File: config.mk
export PLATFORM = sky130hd
export DESIGN_NAME = lr1_sweep_sequencer_flat
export DESIGN_NICKNAME = d
export VERILOG_FILES = /design/src/rtl/lr1_sweep_sequencer_pkg.sv /design/src/rtl/lr1_sweep_sequencer_if.sv /design/src/rtl/lr1_dwell_timer.sv /design/src/rtl/lr1_sweep_sequencer.sv /design/src/flat_wrapper.sv
export SDC_FILE = /design/constraint.sdc
export NUM_CORES = 1
export LEC_CHECK = 0
export BUFFER_PORTS_ARGS = -buffer_cell sky130_fd_sc_hd__buf_2
export CORE_MARGIN = 5
export CORE_UTILIZATION = 48
export CTS_CLUSTER_DIAMETER = 120
export DETAILED_ROUTE_END_ITERATION = 10
export PLACE_DENSITY = 0.82
export SLEW_MARGIN = 40
export SYNTH_ARGS = -nofsm -noshare
export SYNTH_HDL_FRONTEND = slang
export SYNTH_SLANG_ARGS = --single-unit
export TNS_END_PERCENT = 30
File: constraint.sdc
create_clock -name clk -period 1.2 [get_ports clk]
set_input_delay 0.36 -clock clk [delete_from_list [all_inputs] [get_ports clk]]
set_output_delay 0.36 -clock clk [all_outputs]
set_load 0.02 [all_outputs]
File: src/rtl/lr1_sweep_sequencer_pkg.sv
// Shared definitions for the LR1 sweep sequencer: FSM states, code limits, bus widths.
// Pure declarations; no latency.
// No handshakes.
package lr1_sweep_sequencer_pkg;

  localparam int SW_W  = 12;
  localparam int LED_W = 12;

  localparam logic [3:0] CODE_MIN = 4'h0;
  localparam logic [3:0] CODE_MAX = 4'hF;

  typedef enum logic [1:0] {
    ST_IDLE    = 2'd0,
    ST_SETTLE  = 2'd1,
    ST_CAPTURE = 2'd2,
    ST_FINISH  = 2'd3
  } state_t;

  // Stimulus word seen by the datapath: the code replicated across all three nibbles.
  function automatic logic [SW_W-1:0] rep3(input logic [3:0] code);
    return {code, code, code};
  endfunction

endpackage

File: src/rtl/lr1_sweep_sequencer_if.sv
// Control/stimulus/capture bundle between the board controls, the sequencer and the LR1 datapath.
// Wires only; no latency.
// No backpressure: start is a single-cycle request, cap_valid a single-cycle pulse.
interface lr1_sweep_sequencer_if;
  import lr1_sweep_sequencer_pkg::*;

  logic             start;
  logic             pause;
  logic             dir;
  logic [LED_W-1:0] led_in;
  logic [SW_W-1:0]  sw_out;
  logic [3:0]       code;
  logic             busy;
  logic             done;
  logic             cap_valid;
  logic [LED_W-1:0] cap_data;
  logic [SW_W-1:0]  sig;

  // Controls and datapath response side.
  modport master (
    output start, pause, dir, led_in,
    input  sw_out, code, busy, done, cap_valid, cap_data, sig
  );

  // Sequencer side.
  modport slave (
    input  start, pause, dir, led_in,
    output sw_out, code, busy, done, cap_valid, cap_data, sig
  );

endinterface

File: src/rtl/lr1_dwell_timer.sv
// Loadable down-counter that times how long each code is held before capture.
// Load takes effect on the next edge; zero flag is combinational from the count.
// hold freezes the count; the count also rests at zero until reloaded.
module lr1_dwell_timer #(
  parameter int CNT_W        = 16,
  parameter int DWELL_CYCLES = 20
) (
  input  logic clk,
  input  logic rst,
  input  logic load,
  input  logic hold,
  output logic zero
);

  localparam logic [CNT_W-1:0] RELOAD = CNT_W'(DWELL_CYCLES - 1);

  logic [CNT_W-1:0] cnt;

  // Reload has priority; otherwise count down unless held or already at zero.
  always_ff @(posedge clk or posedge rst) begin
    if (rst) begin
      cnt <= '0;
    end else if (load) begin
      cnt <= RELOAD;
    end else if (!hold && (cnt != '0)) begin
      cnt <= cnt - CNT_W'(1);
    end
  end

  assign zero = (cnt == '0);

endmodule

File: src/rtl/lr1_sweep_sequencer.sv
// Sweeps a 4-bit code over all 16 values into the LR1 datapath, capturing LED_IN after each dwell.
// Each code lasts DWELL_CYCLES settle cycles plus one capture cycle; DONE rises 16*(DWELL_CYCLES+1) edges after START is sampled.
// PAUSE stretches the settle phase; START is ignored while busy. Optional signature: LR1_SIGNATURE_EN.
module lr1_sweep_sequencer
  import lr1_sweep_sequencer_pkg::*;
#(
  parameter int DWELL_CYCLES = 20,
  parameter int CNT_W        = 16
) (
  input  logic                   clk,
  input  logic                   rst,
  lr1_sweep_sequencer_if.slave   bus
);

  state_t     state, state_nxt;
  logic [1:0] rst_sync;
  logic       rst_int;
  logic       up;
  logic       start_acc;
  logic       load;
  logic       capture;
  logic       last_code;
  logic       timer_zero;
  logic [3:0] code_step;
  logic [3:0] start_code;

  // Reset asserts immediately and releases two edges after RST falls.
  always_ff @(posedge clk or posedge rst) begin
    if (rst) begin
      rst_sync <= 2'b11;
    end else begin
      rst_sync <= {rst_sync[0], 1'b0};
    end
  end

  assign rst_int = rst_sync[1];

  lr1_dwell_timer #(
    .CNT_W        (CNT_W),
    .DWELL_CYCLES (DWELL_CYCLES)
  ) u_dwell_timer (
    .clk  (clk),
    .rst  (rst_int),
    .load (load),
    .hold (bus.pause),
    .zero (timer_zero)
  );

  assign last_code  = up ? (bus.code == CODE_MAX) : (bus.code == CODE_MIN);
  assign code_step  = up ? (bus.code + 4'd1) : (bus.code - 4'd1);
  assign start_code = bus.dir ? CODE_MIN : CODE_MAX;

  // State register.
  always_ff @(posedge clk or posedge rst_int) begin
    if (rst_int) begin
      state <= ST_IDLE;
    end else begin
      state <= state_nxt;
    end
  end

  // Next-state and per-cycle control strobes.
  always_comb begin
    state_nxt = state;
    start_acc = 1'b0;
    load      = 1'b0;
    capture   = 1'b0;
    case (state)
      ST_IDLE, ST_FINISH: begin
        if (bus.start) begin
          state_nxt = ST_SETTLE;
          start_acc = 1'b1;
          load      = 1'b1;
        end
      end
      ST_SETTLE: begin
        if (!bus.pause && timer_zero) begin
          state_nxt = ST_CAPTURE;
        end
      end
      ST_CAPTURE: begin
        capture = 1'b1;
        if (last_code) begin
          state_nxt = ST_FINISH;
        end else begin
          state_nxt = ST_SETTLE;
          load      = 1'b1;
        end
      end
      default: state_nxt = ST_IDLE;
    endcase
  end

  // Code, stimulus, status flags and capture register.
  always_ff @(posedge clk or posedge rst_int) begin
    if (rst_int) begin
      up            <= 1'b0;
      bus.code      <= '0;
      bus.sw_out    <= '0;
      bus.busy      <= 1'b0;
      bus.done      <= 1'b0;
      bus.cap_valid <= 1'b0;
      bus.cap_data  <= '0;
    end else begin
      bus.cap_valid <= capture;
      if (start_acc) begin
        up         <= bus.dir;
        bus.code   <= start_code;
        bus.sw_out <= rep3(start_code);
        bus.busy   <= 1'b1;
        bus.done   <= 1'b0;
      end else if (capture) begin
        bus.cap_data <= bus.led_in;
        if (last_code) begin
          bus.busy <= 1'b0;
          bus.done <= 1'b1;
        end else begin
          bus.code   <= code_step;
          bus.sw_out <= rep3(code_step);
        end
      end
    end
  end

`ifdef LR1_SIGNATURE_EN
  // Rotate-XOR signature folded over every captured response, cleared on each new sweep.
  always_ff @(posedge clk or posedge rst_int) begin
    if (rst_int) begin
      bus.sig <= '0;
    end else if (start_acc) begin
      bus.sig <= '0;
    end else if (capture) begin
      bus.sig <= {bus.sig[SW_W-2:0], bus.sig[SW_W-1]} ^ bus.led_in;
    end
  end
`else
  assign bus.sig = '0;
`endif

endmodule

File: src/flat_wrapper.sv
// flat-port wrapper written by rule: the top's interface ports become plain ports
module lr1_sweep_sequencer_flat import lr1_sweep_sequencer_pkg::*;
#(
  parameter int DWELL_CYCLES = 20,
  parameter int CNT_W        = 16
)
  (clk, rst, bus_start, bus_pause, bus_dir, bus_led_in, bus_sw_out, bus_code, bus_busy, bus_done, bus_cap_valid, bus_cap_data, bus_sig);
  lr1_sweep_sequencer_if bus_i ();
  input  logic clk;
  input  logic rst;
  input wire logic [$bits(bus_i.start)-1:0] bus_start;
  input wire logic [$bits(bus_i.pause)-1:0] bus_pause;
  input wire logic [$bits(bus_i.dir)-1:0] bus_dir;
  input wire logic [$bits(bus_i.led_in)-1:0] bus_led_in;
  output wire logic [$bits(bus_i.sw_out)-1:0] bus_sw_out;
  output wire logic [$bits(bus_i.code)-1:0] bus_code;
  output wire logic [$bits(bus_i.busy)-1:0] bus_busy;
  output wire logic [$bits(bus_i.done)-1:0] bus_done;
  output wire logic [$bits(bus_i.cap_valid)-1:0] bus_cap_valid;
  output wire logic [$bits(bus_i.cap_data)-1:0] bus_cap_data;
  output wire logic [$bits(bus_i.sig)-1:0] bus_sig;
  assign bus_i.start = bus_start;
  assign bus_i.pause = bus_pause;
  assign bus_i.dir = bus_dir;
  assign bus_i.led_in = bus_led_in;
  assign bus_sw_out = bus_i.sw_out;
  assign bus_code = bus_i.code;
  assign bus_busy = bus_i.busy;
  assign bus_done = bus_i.done;
  assign bus_cap_valid = bus_i.cap_valid;
  assign bus_cap_data = bus_i.cap_data;
  assign bus_sig = bus_i.sig;
  lr1_sweep_sequencer #(.DWELL_CYCLES(DWELL_CYCLES), .CNT_W(CNT_W)) u_core (.clk(clk), .rst(rst), .bus(bus_i));
endmodule
==> impl_metrics.yaml, run 1 <==
floorplan:
  die_y_um: 79.4
  std_cell_rows: 25
  die_x_um: 79.4
  dieArea_um2: 6310
  io_pins: 60
  initial_core_util_pct: 49.3
  core_area_um2: 4690
final_layout:
  multi_input_area_um2: 1520
  layout.nets: 348
  layout_commonest_cell: "buf_4"
  seq_area_um2: 1010
  final.fill_count: 255
  layout_common_cells: "buf_4, buf_2, dfrtp_1"
  area_delta_synth_final_pct: 55.2
  diodes: 0
  final_util_pct: 76.5
  drive_above_1_share_pct: 62.5
grt:
  gr-usage-met1_pct: 27.3
  antenna_found_initial: 0
  grtUsageTotal_pct: 22.2
  grt_util_met2_pct: 37.7
  gr-total-overflow: 0
  grt_pass1_vias: 2219
  top_usage_layer: "met2"
  use_met3_pct: 5.08
  grt_max_degree: 39
  grt_first_pass_wirelength_um: 11000
timing:
  min_period_ps: 2170
  slew_headroom_pct: 64.1
  setup_ws_ps: -974
  fmax_mhz: 460
  grt_setup_unrepaired: "true"
  setup_violations: 65
  fin_worst_skew_ps: 5.51
  tightest_slew_ps: 536
  timing.final.crit_share_pct: 181
  finalMaxSlewViolations: 0
  hold_viol: 0
run_status:
  status: "finished, violations left"
  violations: "negative setup slack"
clock_tree:
  cts_made_buffers: 5
  clkTransAtPathRegs_ps: 80
  clk_latency_ps: 300
  cts-root-buf: "clkbuf_8"
  cts_tree: "yes"
  clockBufferDepth: 2
  cts_sinks: 40
  cts_max_level: 2
logic_synthesis:
  syn_area_um2: 2310
  synth.distinct_cells: 49
  yosysWarnings: 0
  ys_ff_latch: 40
  synth-edff-count: 0
  ys_top_cells_by_area: "dfrtp_1, buf_4, mux2_2"
  syn_inst: 226
  synth_top_cell_area_share_pct: 41.1
  seq_area_frac_synth_pct: 43.4
  async_reset_ff_share_pct: 100
  syn_area_per_cell_um2: 10.2
  ys.flop_type: "dfrtp_1"
  synth_top_area_cell: "dfrtp_1"
min_path:
  min_path_type: "input pin to async pin"
routing:
  vias_per_cell: 6.16
  postRouteWirelength_um: 8230
  wl_per_cell_um: 21.7
  drc_errors: 0
  route.vias.total: 2336
  dr.pass1.iters: 4
  postRouteAntennaNets: 0
  drt_iter0_markers: 211
power:
  ir_worst_vdd_uv: 1530
  p_per_area_nw_per_um2: 2300
  p_leak_nw: 1.68
setup_path:
  worstSetupPathType: "flip-flop to flip-flop"
  critPathMaxFanout: 7
  slowest_delay_ps: 500
  crit_path_start_kind: "flip-flop"
  critPathCaptureType: "flip-flop"
  worstPathArrival_ps: 2410
  cp_slowest_cell: "or4b_4"
  cp_data_required_time_ps: 1430
  path_cells: "inv_2 > ha_4 > or4b_4 > or2_4 > buf_6 > or4_4 > a21oi_2"
place:
  gp_congestion: 0.829
  io_buffers: 47
  dp_slack_ps: -933
  place_hpwl_um: 4200
flow_run:
  drv_cap: 0
==> state kept, by name, indices dropped and copies added, names as in the netlist <==
signal / flops
u_core.bus.done: 1
u_core.u_dwell_timer.cnt: 16
u_core.bus.sw_out: 4
u_core.state: 2
u_core.rst_sync: 2
u_core.bus.cap_valid: 1
u_core.bus.busy: 1
u_core.bus.cap_data: 12
u_core.up: 1
==> layout make-up <==
class / count / share of cell area [%]
well taps: 54 / 1.88
repair buffers: 111 / 23.8
inverters: 9 / 0.941
flip-flops and latches: 40 / 28.1
clock buffers: 5 / 1.92
clock inverters: 3 / 1.19
multi-input cells: 157 / 42.2
==> Yosys cell counts, drive strengths merged (3+ instances only) <==
cell type and n:
a21oi 14, nand3 5, or2 5, nand2 9, mux2 13, or3 8
nor4 6, o21ai 6, and2 3, dfrtp 38, and3 3, or4b 6
buf 28, o31ai 4, o41ai 5, or4 5, inv 9, nor2 9
a21o 3, ha 6, nand2b 5, nand4 3, clkbuf 6, mux2i 3
==> report_power, final <==
| part | switching [W] | internal [W] | total (W) |
|---|---|---|---|
| combinational | 0.00263 | 0.00236 | 0.00499 |
| clock | 0.000513 | 0.000616 | 0.00113 |
| sequential | 0.000372 | 0.00176 | 0.00213 |
==> final timing paths <==
path                            cells after the start                        start                           end  slack (ps)
worst max register to register                      7  u_core.u_dwell_timer.cnt[0]  u_core.u_dwell_timer.cnt[10]        -970
max in group asynchronous                           2           u_core.rst_sync[1]   u_core.u_dwell_timer.cnt[2]         690
worst min register to register                      2           u_core.rst_sync[1]  u_core.u_dwell_timer.cnt[11]         310
worst max-delay path                                7  u_core.u_dwell_timer.cnt[0]  u_core.u_dwell_timer.cnt[10]        -970
worst min-delay path                                2                          rst            u_core.rst_sync[0]          70
min in group clk                                    2                bus_led_in[8]        u_core.bus.cap_data[8]         290
==> cell families (layout without fill, tap and decap cells) <==
logic type | Yosys count | count (layout) | share of synthesized area (%)
AOI/OAI and AO/OA | 43 | 44 | 12.6
xor gates and xnor gates | 1 | 1 | 0.379
buffers and inverters | 43 | 128 | 11.5
other | 1 | 13 | 0.162
muxes | 16 | 17 | 7.63
DFF | 40 | 40 | 43.4
adders and majority gates | 7 | 7 | 4.11
and+or+nand+nor | 75 | 75 | 20.2
==> metal layers <==
layer	vias to the layer above	wire, um
li1	993	-
met2	144	4230
met3	32	608
met5	-	0
met4	0	318
met1	1167	3070
==> critical path: cells and delay by family (launching register included) <==
family | cells | cell delay [ps]
AOI/OAI and AO/OA | 1 | 130
DFF | 1 | 420
and+or+nand+nor | 3 | 1180
buffers and inverters | 2 | 240
adders and majority gates | 1 | 130
==> metrics by stage <==
step                      hold WS (ps)  instances  area [um2]  total power (W)  TNS (ps)
after global routing               101        379        3590          0.00861    -23420
after floorplan                    272        238        2440          0.00424    -20670
after CTS                         75.5        373        3310          0.00731    -19950
after detailed placement           312        358        2920          0.00559    -19280
final                             68.5        379        3590          0.00824    -21320
after global placement             307        358        2920          0.00541    -17800
==> what timing repair did <==
item	in CTS	in global routing
buffers inserted	6	7
hold buffers	0	0
endpoints found under the setup margin	65	68
pin swaps	22	17
gates resized for setup	50	51
cloned	2	0
(Power assumes the default switching activity.)
==> inputs of run 2 (changes only) <==
==> constraint.sdc (replaced) <==
create_clock -name clk -period 1.2 [get_ports clk]
set_input_delay 0 -clock clk [delete_from_list [all_inputs] [get_ports clk]]
set_output_delay 0 -clock clk [all_outputs]
set_load 0.02 [all_outputs]
==> run 2 against run 1 <==
The run still ends with negative setup slack left; hold slack better by 120 ps; largest cell class unchanged; fmax down 0.82%; non-clock buffer count up 12; clock skew up 4.4 ps; global-route usage up 2.3 points; wire length down 0.74%; sequential cell count unchanged; critical path depth unchanged; combinational power down 10%; final cell count up 2.6%; first-iteration DRC count down 19%; setup slack worse by 18 ps.
==> impl_metrics.yaml, run 2 (synthesized netlist as in run 1, its figures left out) <==
run_status:
  status: "finished, violations left"
  violations: "negative setup slack"
setup_path:
  worstSetupPathType: "flip-flop to flip-flop"
  crit_start: "u_core.u_dwell_timer.cnt[1]"
  r2r_setup_slack_ps: -990
  r2r-start: "u_core.u_dwell_timer.cnt[1]"
  worstPathArrival_ps: 2390
  r2r_cells: 7
  critPathCaptureType: "flip-flop"
  cp_data_required_time_ps: 1400
  timing.rr.end: "u_core.u_dwell_timer.cnt[14]"
  critPathMaxFanout: 8
  worstSetupEndpoint: "u_core.u_dwell_timer.cnt[14]"
  crit_path_start_kind: "flip-flop"
timing:
  fin_worst_skew_ps: 9.94
  fmax_mhz: 456
  finalMaxSlewViolations: 0
  setup_ws_ps: -992
  timing.final.crit_share_pct: 183
  setup_violations: 37
  min_period_ps: 2190
  grt_setup_unrepaired: "true"
  hold_viol: 0
  setup-tns-final_ps: -18860
routing:
  route.vias.total: 2372
  postRouteAntennaNets: 0
  drc_errors: 0
  wl_per_cell_um: 21.0
  drt_iter0_markers: 170
  postRouteWirelength_um: 8170
  dr.pass1.iters: 4
  vias_per_cell: 6.10
floorplan:
  dieArea_um2: 6310
  die_y_um: 79.4
  die_x_um: 79.4
  core_area_um2: 4690
  io_pins: 60
  std_cell_rows: 25
  initial_core_util_pct: 49.3
grt:
  antenna_found_initial: 0
  grt_pass1_vias: 2411
  grt_first_pass_wirelength_um: 11900
  grtUsageTotal_pct: 24.5
  grt_max_degree: 39
  gr-total-overflow: 0
clock_tree:
  clkTransAtPathRegs_ps: 90
  cts_made_buffers: 5
  cts_sinks: 40
  cts_tree: "yes"
  cts_max_level: 2
  clockBufferDepth: 2
  clk_latency_ps: 320
  cts-root-buf: "clkbuf_8"
flow_run:
  drv_cap: 0
place:
  io_buffers: 47
  dpl-instance-area_um2: 2910
  place_hpwl_um: 4220
  gp_congestion: 0.835
power:
  p_per_area_nw_per_um2: 2230
  ir_worst_vdd_uv: 1680
  p_leak_nw: 1.68
min_path:
  min_path_type: "input pin to flip-flop"
  min_path_cells: 4
final_layout:
  drive_above_1_share_pct: 54.3
  layout_commonest_cell: "buf_4"
  stdcell_area_um2: 3480
  largest_register_ffs: 16
  layout.nets: 358
  largest_register: "u_core.u_dwell_timer.cnt"
  area_delta_synth_final_pct: 50.7
  diodes: 0
  reg_top3: "u_core.u_dwell_timer.cnt: 16 flops, u_core.bus.cap_data: 12 flops, u_core.bus.sw_out: 4 flops"
  layout_common_cells: "buf_4, buf_2, dfrtp_1"
-- run 2: critical path, stage by stage, from the launching register on --
cell and delay (ps):
dfrtp_1 430, inv_2 110, ha_4 130, or4b_4 480, or2_4 270, buf_6 140, o41ai_1 400, a21oi_1 110
-- run 2: final cells by class --
class                      count  area (um2)
multi-input combinational    155        1370
fill                         272        1210
sequential                    40        1010
timing repair buffer         123         890
clock buffer                   5        68.8
tap                           54        67.6
clock inverter                 3        47.5
inverter                       9        33.8
-- run 2: worst min path at each step --
stage | startpoint | endpoint
after floorplan | rst | u_core.rst_sync[0]
after global placement | rst | u_core.rst_sync[1]
after detailed placement | rst | u_core.rst_sync[1]
after CTS | bus_pause | u_core.u_dwell_timer.cnt[0]
after global routing | bus_start | u_core.state[0]
final | bus_start | u_core.state[0]
-- run 2: report_power, final --
part	switching, W	leakage, nW	internal, W
clock network	0.000552	0.0583	0.000627
logic	0.00235	1.12	0.00212
registers	0.000369	0.506	0.00175
-- run 2: timing repair --
item,4_1_cts,5_1_grt
hold buffers,14,0
endpoints found under the hold margin,15,0
resized for setup,34,22
pin swaps,15,5
endpoints found under the setup margin,37,37
setup buffers,9,4
-- run 2: per-layer routing --
| layer | GRT usage (%) | up-vias | wire length, um |
|---|---|---|---|
| met2 | 44.4 | 166 | 4220 |
| met4 | 11.0 | 0 | 404 |
| met3 | 6.77 | 43 | 664 |
| li1 | - | 1005 | - |
| met5 | 0 | - | 0 |
| met1 | 26.4 | 1158 | 2870 |
-- run 2: stage by stage --
step | hold WS, ps | power (W) | std cells | setup WS [ps] | util, %
2_1_floorplan | -88.5 | 0.00424 | 238 | -986 | -
3_3_place_gp | 20.9 | 0.00539 | 357 | -875 | 62.1
3_5_place_dp | 25.4 | 0.00553 | 357 | -950 | 62.1
4_1_cts | 182 | 0.00709 | 387 | -894 | 71.6
5_1_grt | 226 | 0.00817 | 389 | -1070 | 74.3
6_report | 189 | 0.00777 | 389 | -992 | 74.3
